## src/rtl/als_pkg.sv

```systemverilog
`default_nettype none
// =============================================================================
// als_pkg: shared FSM state, default frame geometry and frame builder for the
//          Pmod ALS responder.  Revision: 1.0
// =============================================================================
package als_pkg;

  localparam int LEAD_ZEROS_DEF = 3;
  localparam int DATA_BITS_DEF  = 8;
  localparam int FRAME_BITS_DEF = 16;

  typedef enum logic [1:0] {
    ST_IDLE  = 2'd0,
    ST_SHIFT = 2'd1,
    ST_END   = 2'd2
  } state_e;

  // Returns {lead zeros, sample, trailing zeros} right-aligned in 64 bits;
  // callers keep the low 'frame' bits.
  function automatic logic [63:0] build_frame(input logic [63:0] sample,
                                              input int lead,
                                              input int data,
                                              input int frame);
    logic [63:0] mask;
    mask = (data >= 64) ? '1 : ((64'd1 << data) - 64'd1);
    return (sample & mask) << (frame - lead - data);
  endfunction

endpackage
`default_nettype wire

```

## src/rtl/spi_sync_edge.sv

```systemverilog
`default_nettype none
// =============================================================================
// spi_sync_edge: multi-flop synchronizer with registered-copy rise/fall pulses.
//                Revision: 1.0
// =============================================================================
module spi_sync_edge #(
  parameter int   SYNC_STAGES = 2,
  parameter logic RESET_VAL   = 1'b0
) (
  input  logic clk,
  input  logic rst_n,
  input  logic in_i,
  output logic rise_o,
  output logic fall_o
);

  logic [SYNC_STAGES-1:0] sync_q;
  logic                   prev_q;

  always_ff @(posedge clk or negedge rst_n) begin
    if (!rst_n) begin
      sync_q <= {SYNC_STAGES{RESET_VAL}};
      prev_q <= RESET_VAL;
    end else begin
      sync_q <= {sync_q[SYNC_STAGES-2:0], in_i};
      prev_q <= sync_q[SYNC_STAGES-1];
    end
  end

  assign rise_o = sync_q[SYNC_STAGES-1] & ~prev_q;
  assign fall_o = ~sync_q[SYNC_STAGES-1] & prev_q;

endmodule
`default_nettype wire

```

## src/rtl/als_spi_responder.sv

```systemverilog
`default_nettype none
// =============================================================================
// als_spi_responder: SPI target serving ADC081S021-style frames (Pmod ALS).
// Option macro ALS_RESP_FRAME_CHECK_EN: classify frames by sclk rise count.
// Revision: 1.0
// =============================================================================
module als_spi_responder
  import als_pkg::*;
#(
  parameter int SYNC_STAGES = 2,
  parameter int LEAD_ZEROS  = LEAD_ZEROS_DEF,
  parameter int DATA_BITS   = DATA_BITS_DEF,
  parameter int FRAME_BITS  = FRAME_BITS_DEF
) (
  input  logic                 clk,
  input  logic                 rst_n,
  input  logic                 cs,
  input  logic                 sclk,
  input  logic [DATA_BITS-1:0] i_Sample,
  output logic                 miso,
  output logic                 miso_oe,
  output logic                 o_Busy,
  output logic                 o_Frame_Done,
  output logic                 o_Frame_Err
);

  localparam int               CNT_W    = $clog2(FRAME_BITS + 2);
  localparam logic [CNT_W-1:0] FALL_MAX = CNT_W'(FRAME_BITS);

  logic w_cs_rise, w_cs_fall, w_sclk_rise, w_sclk_fall;

  // cs resets to "low seen" so a cs already low at reset release is not a fall.
  spi_sync_edge #(.SYNC_STAGES(SYNC_STAGES), .RESET_VAL(1'b0)) u_cs_sync (
    .clk    (clk),
    .rst_n  (rst_n),
    .in_i   (cs),
    .rise_o (w_cs_rise),
    .fall_o (w_cs_fall)
  );

  spi_sync_edge #(.SYNC_STAGES(SYNC_STAGES), .RESET_VAL(1'b1)) u_sclk_sync (
    .clk    (clk),
    .rst_n  (rst_n),
    .in_i   (sclk),
    .rise_o (w_sclk_rise),
    .fall_o (w_sclk_fall)
  );

  logic [FRAME_BITS-1:0] w_frame;
  assign w_frame = FRAME_BITS'(build_frame(64'(i_Sample), LEAD_ZEROS, DATA_BITS, FRAME_BITS));

  state_e                state_q, state_d;
  logic [FRAME_BITS-1:0] shreg_q, shreg_d;
  logic [CNT_W-1:0]      fall_cnt_q, fall_cnt_d;
  logic                  miso_q, miso_d;
  logic                  oe_q, oe_d;
  logic                  busy_q, busy_d;
  logic                  done_q, done_d;
  logic                  w_frame_ok;

`ifdef ALS_RESP_FRAME_CHECK_EN
  // Saturating one past FRAME_BITS keeps over-clocked frames distinguishable.
  localparam logic [CNT_W-1:0] RISE_MAX = CNT_W'(FRAME_BITS + 1);
  logic [CNT_W-1:0] rise_cnt_q, rise_cnt_d;
  logic             err_q, err_d;
  assign w_frame_ok  = (rise_cnt_q == FALL_MAX);
  assign o_Frame_Err = err_q;
`else
  logic w_unused_sclk_rise;
  assign w_unused_sclk_rise = w_sclk_rise;
  assign w_frame_ok  = 1'b1;
  assign o_Frame_Err = 1'b0;
`endif

  always_ff @(posedge clk or negedge rst_n) begin
    if (!rst_n) begin
      state_q    <= ST_IDLE;
      shreg_q    <= '0;
      fall_cnt_q <= '0;
      miso_q     <= 1'b0;
      oe_q       <= 1'b0;
      busy_q     <= 1'b0;
      done_q     <= 1'b0;
`ifdef ALS_RESP_FRAME_CHECK_EN
      rise_cnt_q <= '0;
      err_q      <= 1'b0;
`endif
    end else begin
      state_q    <= state_d;
      shreg_q    <= shreg_d;
      fall_cnt_q <= fall_cnt_d;
      miso_q     <= miso_d;
      oe_q       <= oe_d;
      busy_q     <= busy_d;
      done_q     <= done_d;
`ifdef ALS_RESP_FRAME_CHECK_EN
      rise_cnt_q <= rise_cnt_d;
      err_q      <= err_d;
`endif
    end
  end

  always_comb begin
    state_d    = state_q;
    shreg_d    = shreg_q;
    fall_cnt_d = fall_cnt_q;
    miso_d     = miso_q;
    oe_d       = oe_q;
    busy_d     = busy_q;
    done_d     = 1'b0;
`ifdef ALS_RESP_FRAME_CHECK_EN
    rise_cnt_d = rise_cnt_q;
    err_d      = 1'b0;
`endif
    case (state_q)
      ST_IDLE: begin
        if (w_cs_fall) begin
          state_d    = ST_SHIFT;
          shreg_d    = w_frame;
          miso_d     = w_frame[FRAME_BITS-1];
          oe_d       = 1'b1;
          busy_d     = 1'b1;
          fall_cnt_d = '0;
`ifdef ALS_RESP_FRAME_CHECK_EN
          rise_cnt_d = '0;
`endif
        end
      end
      ST_SHIFT: begin
        // A cs rise masks any sclk edge seen in the same clk.
        if (w_cs_rise) begin
          state_d = ST_END;
          shreg_d = '0;
          miso_d  = 1'b0;
          oe_d    = 1'b0;
          busy_d  = 1'b0;
          done_d  = w_frame_ok;
`ifdef ALS_RESP_FRAME_CHECK_EN
          err_d   = !w_frame_ok;
`endif
        end else begin
          if (w_sclk_fall) begin
            shreg_d = {shreg_q[FRAME_BITS-2:0], 1'b0};
            miso_d  = shreg_q[FRAME_BITS-2];
            if (fall_cnt_q != FALL_MAX) fall_cnt_d = fall_cnt_q + CNT_W'(1);
          end
`ifdef ALS_RESP_FRAME_CHECK_EN
          if (w_sclk_rise && (rise_cnt_q != RISE_MAX)) rise_cnt_d = rise_cnt_q + CNT_W'(1);
`endif
        end
      end
      ST_END:  state_d = ST_IDLE;
      default: state_d = ST_IDLE;
    endcase
  end

  assign miso         = miso_q;
  assign miso_oe      = oe_q;
  assign o_Busy       = busy_q;
  assign o_Frame_Done = done_q;

endmodule
`default_nettype wire

```

## config.mk

```make
export PLATFORM = sky130hd
export DESIGN_NAME = als_spi_responder
export DESIGN_NICKNAME = d
export VERILOG_FILES = /design/src/rtl/als_pkg.sv /design/src/rtl/spi_sync_edge.sv /design/src/rtl/als_spi_responder.sv
export SDC_FILE = /design/constraint.sdc
export NUM_CORES = 1
export LEC_CHECK = 0
export ABC_AREA = 1
export CORE_MARGIN = 4
export CORE_UTILIZATION = 27
export DETAILED_ROUTE_END_ITERATION = 10
export PLACE_DENSITY = 0.55
export SETUP_SLACK_MARGIN = 0.3
export SLEW_MARGIN = 10
export SYNTH_ARGS = -nofsm -noshare
export SYNTH_HDL_FRONTEND = slang
export SYNTH_SLANG_ARGS = --single-unit
```

## constraint.sdc

```tcl
create_clock -name clk -period 1.71 [get_ports clk]
set_input_delay 0.2565 -clock clk [delete_from_list [all_inputs] [get_ports clk]]
set_output_delay 0.2565 -clock clk [all_outputs]
set_load 0.01 [all_outputs]
```

### Yosys cells after proc, flatten, opt, wreduce, memory -nomap -nowiden

Cells that the tools add are included.

| storage, ports and cells | value |
|---|---|
| register bits after elaboration | 26 |
| bits in latches | 0 |
| RAM bits | 0 |
| memory bits (read-only) | 0 |
| input port bits | 12 |
| output and inout bits | 5 |
| logic and storage cells | 40 |
| memories kept | 0 |

| cells by class | value |
|---|---|
| add/sub/neg operators | 0 |
| multipliers | 0 |
| div/mod/pow operators | 0 |
| order comparisons | 0 |
| equality and inequality tests | 4 |
| shift-type cells | 0 |
| multiplexer cells | 16 |
| bitwise operators | 6 |
| reduce and logical (&&, ||, !) cells | 5 |

Operator list:

| kind | count |
|---|---|
| $mux W15 | 3 |
| $pmux W15 S2 | 1 |
| $mux W1 | 7 |
| $reduce_and A3 Y1 | 2 |
| $mux W2 | 2 |
| $ne A2 B1 Y1 const B | 2 |
| $pmux W1 S2 | 2 |
| $pmux W2 S2 | 1 |
| $and A1 B1 Y1 | 3 |
| $ne A3 B1 Y1 const B | 1 |
| $not A1 Y1 | 3 |
| $eq A2 B1 Y1 const B | 1 |
| $logic_not A2 Y1 | 1 |
| $reduce_and A2 Y1 | 1 |
| $reduce_bool A2 Y1 | 1 |

### Longest topological paths before layout

Gate-level depths: netlist of run 1.

| logic depth | value |
|---|---|
| depth after elaboration | 5 |
| depth in mapped cells | 7 |

### Hierarchy

Synthesis of run 1 repeated with hierarchy kept, for this count alone.

| unflattened totals | value |
|---|---|
| cells, all modules | 125 |
| area total of the unflattened synthesis | 1,054.8 sq um |

Modules (own cells, without submodules):

| module | instances | cells each | area each (sq um) |
|---|---|---|---|
| als_spi_responder | 1 | 111 | 870.8 |
| spi_sync_edge (u_sclk_sync) | 1 | 7 | 93.8 |
| spi_sync_edge (u_cs_sync) | 1 | 7 | 90.1 |

### Least setup slack after synthesis of run 1

No wires, ideal clock.

| path | value |
|---|---|
| path kind | reg2reg |
| start | register u_sclk_sync.sync_q[1] |
| end | register miso_q, in the netlist miso |
| setup time | 0.065 ns |
| arrival time | 1.053 ns |
| data required time | 1.645 ns |
| setup slack | 0.592 ns |
| cell stages (with the launch flop) | 8 |
| path buffers | 1 |
| cell sequence | dfstp_2 inv_1 nand2_1 nand3_4 nand2_2 buf_6 nand2_1 nand2_1 |

| between the ends | value |
|---|---|
| cells in the longest elaborated chain, start to end | 4 |

Ends and longest elaborated chain:

| item | line | text |
|---|---|---|
| start: declaration | spi_sync_edge.sv:17 | `logic [SYNC_STAGES-1:0] sync_q;` |
| start signal: assignment | spi_sync_edge.sv:22 | `sync_q <= {SYNC_STAGES{RESET_VAL}};` |
| start signal: assignment | spi_sync_edge.sv:25 | `sync_q <= {sync_q[SYNC_STAGES-2:0], in_i};` |
| $not A1 Y1 | spi_sync_edge.sv:31 | `assign fall_o = ~sync_q[SYNC_STAGES-1] & prev_q;` |
| $and A1 B1 Y1 | spi_sync_edge.sv:31 |  |
| $ne A3 B1 Y1 (no source line) | - |  |
| $reduce_and A3 Y1 (no source line) | - |  |
| end signal: assignment | als_spi_responder.sv:92 | `miso_q <= miso_d;` |
| end: declaration | als_spi_responder.sv:55 | `logic miso_q, miso_d;` |

No other way between the ends.
A chain may end at the register's enable or synchronous reset.

### Final worst setup path of run 1

| path | value |
|---|---|
| start | register state_q[1] |
| end | register shreg_q[9] |

| between the ends | value |
|---|---|
| cells in the longest elaborated chain, start to end | 3 |
| elaborated cells between the ends (all ways) | 7 |
| those cells by class | 3 x eq/ne; 1 x mux; 3 x reduce/logical |

Ends and longest elaborated chain:

| item | line | text |
|---|---|---|
| start: declaration | als_spi_responder.sv:52 | `state_e state_q, state_d;` |
| start signal: assignment | als_spi_responder.sv:89 | `state_q <= state_d;` |
| $eq A2 B1 Y1 / $logic_not A2 Y1 (equally long branches) | - |  |
| $ne A3 B1 Y1 (no source line) (tied with other cells) | - |  |
| $reduce_and A3 Y1 (no source line) | - |  |
| end signal: assignment | als_spi_responder.sv:90 | `shreg_q <= shreg_d;` |
| end: declaration | als_spi_responder.sv:53 | `logic [FRAME_BITS-1:0] shreg_q, shreg_d;` |

Parallel ways exist; a longest one is shown, timed or not.

==> impl_results.md, run 1 <==
* Delay-heaviest family, CP: simple AND/OR/NAND/NOR gates
* Pwr Density at 1160 nW/um2
* Die Area at 4490 um2
* Critical Path Fanout Max at 13
* CTS H-tree lvls at 1
* CP bufs+invs at 1
* Pre-CTS setup slack at 0.345 ns
* VDD IR max at 0.658 mV
* Setup Viol. Count Final at 0
* GR Overflow Total at 0
* Post-DP HPWL at 1350 um
* # diodes at 0
* Mapped cell area at 941 um2
* Comb power frac at 0.297
* GRT Resource Usage Total at 0.0910
* CTS buffer count at 3
* Clk network pwr share at 0.183
* Final setup margin at 0.433 ns
* R2R cell count at 6
* Register share of total power at 0.520
* Min cycle time layout at 1.28 ns
* 1st-pass router iterations at 5
* Initial antenna violation count at 0
* Effective utilization at floorplan at 0.280
* Status: finished, final reports clean
* Clock Tree Buf Depth at 2
* Setup_tns at 0 ns
* DR iter-0 viols at 38
* Net switching power at 0.466 mW
* Nets@finish at 132
* Non-Filler Instances at 165
* Vias in the first global route at 672
* Pleak at 0.583 nW
* Fin. Hold Viols at 0
* Post-Syn Nets at 116
* Switch share at 0.351
* CP Cell Sequence: inv_2, nand2_2, nand2_4, nand2_2, nand2_1, nand2_1
* Reg2reg end: shreg_q[9]
* Vias per std cell at 4.25
* DRT Wirelength at 1750 um
* First-pass GRT wire length at 2990 um
* Max-Cap Viols at 0
* Worst setup EP type: flip-flop
* Synthesis-to-layout area growth at 22.1%
* Worst min path class: in2async
* Final period utilization at 0.747
* CTS Hold Bufs at 0
* Reg2Reg Setup Slack at 0.43 ns
* Unrepaired setup endpoints after global routing: no
* Max Freq at 0.783 GHz
* CTS root buf: clkbuf_4
* Ys Warns at 0
* DR WL/cell at 10.6 um
* Total Power at 1.33 mW
* Synth unique cells at 19
* Mapped Cells at 104
* GP Congestion at 0.845
* Cells after DPL at 161
* Highest-count cells in the layout ignoring fill and taps: nand2_1, dfrtp_1, nand3_1, clkdlybuf4s50_1, inv_1
* Clk sinks at 21
* Syn avg cell area at 9.05 um2
* Fin. max-slew vios at 0
* Clk_lat worst skew at 0.31 ns
* Routed via count at 701
* CP max-delay cell: dfrtp_2
* I/O pins at 17
* Worst reg2reg path startpoint: state_q[1]
* Most common cell after layout, fill and taps aside: nand2_1
* WP data required at 1.92 ns
* Final ANT Viol Nets at 0
* Worst Path Arrival at 1.49 ns
* Clock-pin transition on the worst setup and hold timing paths at 0.12 ns
* Clock skew at 0.00567 ns
* Largest net degree at the start of global routing at 22
* Die width at 67.0 um
* # DRC at 0
* Seq/Total Area, Yosys at 0.563
* Crit-path max cell delay at 0.46 ns
* CTS tree: yes
* Layout cells sized above 1 at 0.143
* Die Span Y at 67.0 um
* Crit path launch: state_q[1]
* Yosys reg bits at 21
* Final core occ at 0.342
* Core region area at 3360 um2
* FP Rows at 21
* Crit start category: flip-flop
* Kind of critical path: reg2reg
* Port Buf Inserts at 15
* Internal power at 0.861 mW
==> per-stage QoR <==
step                      hold slack (ns)  cell area (um2)
final                               0.269             1150
after global routing                0.261             1150
after CTS                           0.261             1140
after detailed placement            0.341             1120
after global placement              0.341             1120
after floorplan                   -0.0391              941
==> metal layers <==
| metal | vias up | share of wire | GRT usage |
|---|---|---|---|
| met2 | 24 | 0.47 | 0.144 |
| li1 | 357 | - | - |
| met5 | - | 0 | 0 |
| met3 | 2 | 0.069 | 0.0388 |
| met1 | 318 | 0.45 | 0.107 |
| met4 | 0 | 0.0080 | 0.0380 |
==> registers in the layout, indices dropped and copies added (netlist names) <==
register,count
shreg_q,10
u_sclk_sync.prev_q,1
u_cs_sync.prev_q,1
miso,1
o_Busy,1
u_cs_sync.sync_q,2
u_sclk_sync.sync_q,2
state_q,2
o_Frame_Done,1
==> worst max path at each step <==
stage                             end  slack, ns  depth (start not counted)
after floorplan                  miso       0.59                          7
after global placement    shreg_q[10]       0.39                          6
after detailed placement   shreg_q[9]       0.34                          6
after CTS                  shreg_q[9]       0.33                          6
after global routing       shreg_q[5]       0.31                          6
final                      shreg_q[9]       0.43                          6
==> logic make-up (layout without fill, tap and decap cells) <==
group,count (synthesis),count (layout),share of synthesized area
and+or+nand+nor,68,68,0.354
buffers and inverters,12,27,0.0691
other,1,1,0.00399
DFF,21,21,0.563
AOI/OAI and AO/OA,2,2,0.0106
==> Yosys cell counts <==
| library cell | number | area share |
|---|---|---|
| nand2_1 | 38 | 0.15 |
| dfrtp_1 | 18 | 0.48 |
| nand3_1 | 15 | 0.080 |
| inv_1 | 5 | 0.020 |
| nand4_1 | 4 | 0.027 |
| nor2_1 | 4 | 0.016 |
| buf_4 | 3 | 0.024 |
| dfstp_2 | 3 | 0.084 |
| nand2_2 | 3 | 0.020 |
| inv_2 | 2 | 0.0080 |
| a21oi_1 | 1 | 0.0053 |
| buf_2 | 1 | 0.0053 |
| buf_6 | 1 | 0.012 |
| conb_1 | 1 | 0.0040 |
| nand2_4 | 1 | 0.012 |
| nand3_4 | 1 | 0.019 |
| nand3b_1 | 1 | 0.0080 |
| nor2_8 | 1 | 0.021 |
| o21ai_0 | 1 | 0.0053 |
==> worst reg2reg max path, delay by kind of cell (launching register included) <==
family | cells | cell delay [ns]
simple gates | 5 | 0.63
flops | 1 | 0.46
buf+inv | 1 | 0.08
==> final cells by class <==
class,instances,area (um2)
clock buffers,3,22.5
fillers,362,2210
inverters,7,26.3
well taps,46,57.6
flip-flops and latches,21,531
repair buffers,16,153
multi-input cells,71,352
clock inverters,1,7.51
==> power groups by stage <==
stage	Clock, mW	Combinational, mW	Sequential, mW
after global routing	0.291	0.449	0.707
after detailed placement	0	0.409	0.701
after global placement	0	0.402	0.704
final	0.242	0.394	0.690
after CTS	0.263	0.396	0.690
after floorplan	0	0.310	0.689
==> timing repair <==
action	CTS	global route
endpoints found under the setup margin	4	11
gates resized for setup	4	2
buffers inserted	0	0
pin swaps	0	1
cloned	0	0
(Power assumes the default switching activity.)
==> run 2: changes to the inputs <==
- clock period: 1.71 -> 1.3 ns (I/O delays scaled with it)
==> run 2 against run 1 <==
Flip-flop and latch count unchanged. Power up 66%. Via count up 15%. Register-to-register slack worse by 0.31 ns. Largest cell class unchanged. Highest routed layer unchanged.
==> impl_results.md, run 2 (synthesized netlist as in run 1, its figures left out) <==
* Status: finished, final reports clean (unchanged)
* Min cycle time layout at 1.18 ns (was 1.28 ns)
* Setup_tns at 0 ns (unchanged)
* First-pass GRT wire length at 3220 um (was 2990 um)
* Crit start category: flip-flop (unchanged)
* Post-DP HPWL at 1250 um (was 1350 um)
* Clock Tree Buf Depth at 2 (unchanged)
* Die Area at 4490 um2 (unchanged)
* Highest-count cells in the layout ignoring fill and taps: nand2_1, nand2_2, dfrtp_1, clkdlybuf4s50_1, nand3_1 (was nand2_1, dfrtp_1, nand3_1, clkdlybuf4s50_1, inv_1)
* Layout cells sized above 1 at 0.500 (was 0.143)
* FP Rows at 21 (unchanged)
* Vias in the first global route at 750 (was 672)
* GP Congestion at 0.740 (was 0.845)
* Total Power at 2.20 mW (was 1.33 mW)
* CTS root buf: clkbuf_4 (unchanged)
* Worst min path class: in2async (unchanged)
* Die Span Y at 67.0 um (unchanged)
* Routed via count at 808 (was 701)
* GRT Resource Usage Total at 0.0970 (was 0.0910)
* Kind of critical path: reg2reg (unchanged)
* DRT Wirelength at 2230 um (was 1750 um)
* DR iter-0 viols at 40 (was 38)
* Fin. max-slew vios at 0 (unchanged)
* Max-Cap Viols at 0 (unchanged)
* DR WL/cell at 12.4 um (was 10.6 um)
* CTS tree: yes (unchanged)
* CTS buffer count at 3 (unchanged)
* VDD IR max at 0.783 mV (was 0.658 mV)
* Worst setup EP type: flip-flop (unchanged)
* Core region area at 3360 um2 (unchanged)
* Effective utilization at floorplan at 0.280 (unchanged)
* Synthesis-to-layout area growth at 53.7% (was 22.1%)
* Reg2Reg Setup Slack at 0.12 ns (was 0.43 ns)
* Most common cell after layout, fill and taps aside: nand2_1 (unchanged)
* Vias per std cell at 4.49 (was 4.25)
* Final ANT Viol Nets at 0 (unchanged)
* Unrepaired setup endpoints after global routing: yes (was no)
* CTS Hold Bufs at 0 (unchanged)
* Fin. Hold Viols at 0 (unchanged)
* 1st-pass router iterations at 4 (was 5)
* Clock-pin transition on the worst setup and hold timing paths at 0.12 ns (about the same)
* Critical Path Fanout Max at 5 (was 13)
* Clk sinks at 21 (unchanged)
* Clock skew at 0.00123 ns (was 0.00567 ns)
* Max reg flops at 10 (unchanged)
* Pleak at 0.677 nW (was 0.583 nW)
* Pwr Density at 1520 nW/um2 (was 1160 nW/um2)
* Initial antenna violation count at 0 (unchanged)
* Setup Viol. Count Final at 0 (unchanged)
* Port Buf Inserts at 15 (unchanged)
* # diodes at 0 (unchanged)
* Nets@finish at 147 (was 132)
* Reg with most FFs: shreg_q (unchanged)
* WP data required at 1.51 ns (was 1.92 ns)
* Worst Path Arrival at 1.39 ns (was 1.49 ns)
* GR Overflow Total at 0 (unchanged)
* # DRC at 0 (unchanged)
* Die width at 67.0 um (unchanged)
* Clk_lat worst skew at 0.31 ns (about the same)
* Final period utilization at 0.906 (was 0.747)
* Max Freq at 0.849 GHz (was 0.783 GHz)
* CTS H-tree lvls at 1 (unchanged)
* I/O pins at 17 (unchanged)
* Largest net degree at the start of global routing at 22 (unchanged)
run 2: final cells by class:
cell class	count	area, um2
multi-input cells	74	533
fillers	348	1920
clock buffers	3	22.5
inverters	7	31.3
flip-flops and latches	21	534
clock inverters	1	7.51
repair buffers	28	260
well taps	46	57.6
run 2: power breakdown:
| group | switching (mW) | internal [mW] |
|---|---|---|
| Clock | 0.209 | 0.117 |
| Sequential | 0.136 | 0.818 |
| Combinational | 0.491 | 0.427 |
run 2: worst max-delay path, stage by stage, from the launching register on:
cell and delay (ns):
dfrtp_2 0.49, inv_4 0.12, nand2_8 0.08, clkbuf_16 0.17, nand2_1 0.06, nand3b_1 0.11
nand2_1 0.06
run 2: timing repair:
item,CTS,global route
hold endpoints to repair,0,0
gates cloned,1,3
setup buffers,1,8
setup endpoints to repair,18,19
resized for setup,23,41
pin swaps,3,17
run 2: per-layer routing:
metal,share of wire,global-route usage
met3,0.062,0.0354
met4,0.024,0.0304
met1,0.41,0.121
met5,0,0
met2,0.51,0.155
run 2: final timing paths:
| check | start | endpoint | cells after the start |
|---|---|---|---|
| worst max-delay path | state_q[1] | shreg_q[5] | 6 |
| max in group asynchronous | rst_n | u_sclk_sync.sync_q[0] | 2 |
| worst max register to register | state_q[1] | shreg_q[5] | 6 |
| min in group clk | sclk | u_sclk_sync.sync_q[0] | 1 |
| worst min register to register | u_sclk_sync.sync_q[0] | u_sclk_sync.sync_q[1] | 0 |
| worst min-delay path | rst_n | shreg_q[11] | 2 |
run 2: stage by stage:
step,utilization,instances,setup slack [ns],area (um2),hold WS [ns]
after floorplan,-,104,0.212,951,-0.101
after global placement,0.338,163,0.143,1140,0.333
after detailed placement,0.338,163,0.109,1140,0.345
after CTS,0.355,169,0.176,1190,0.204
after global routing,0.430,180,0.0766,1450,0.210
final,0.430,180,0.122,1450,0.204
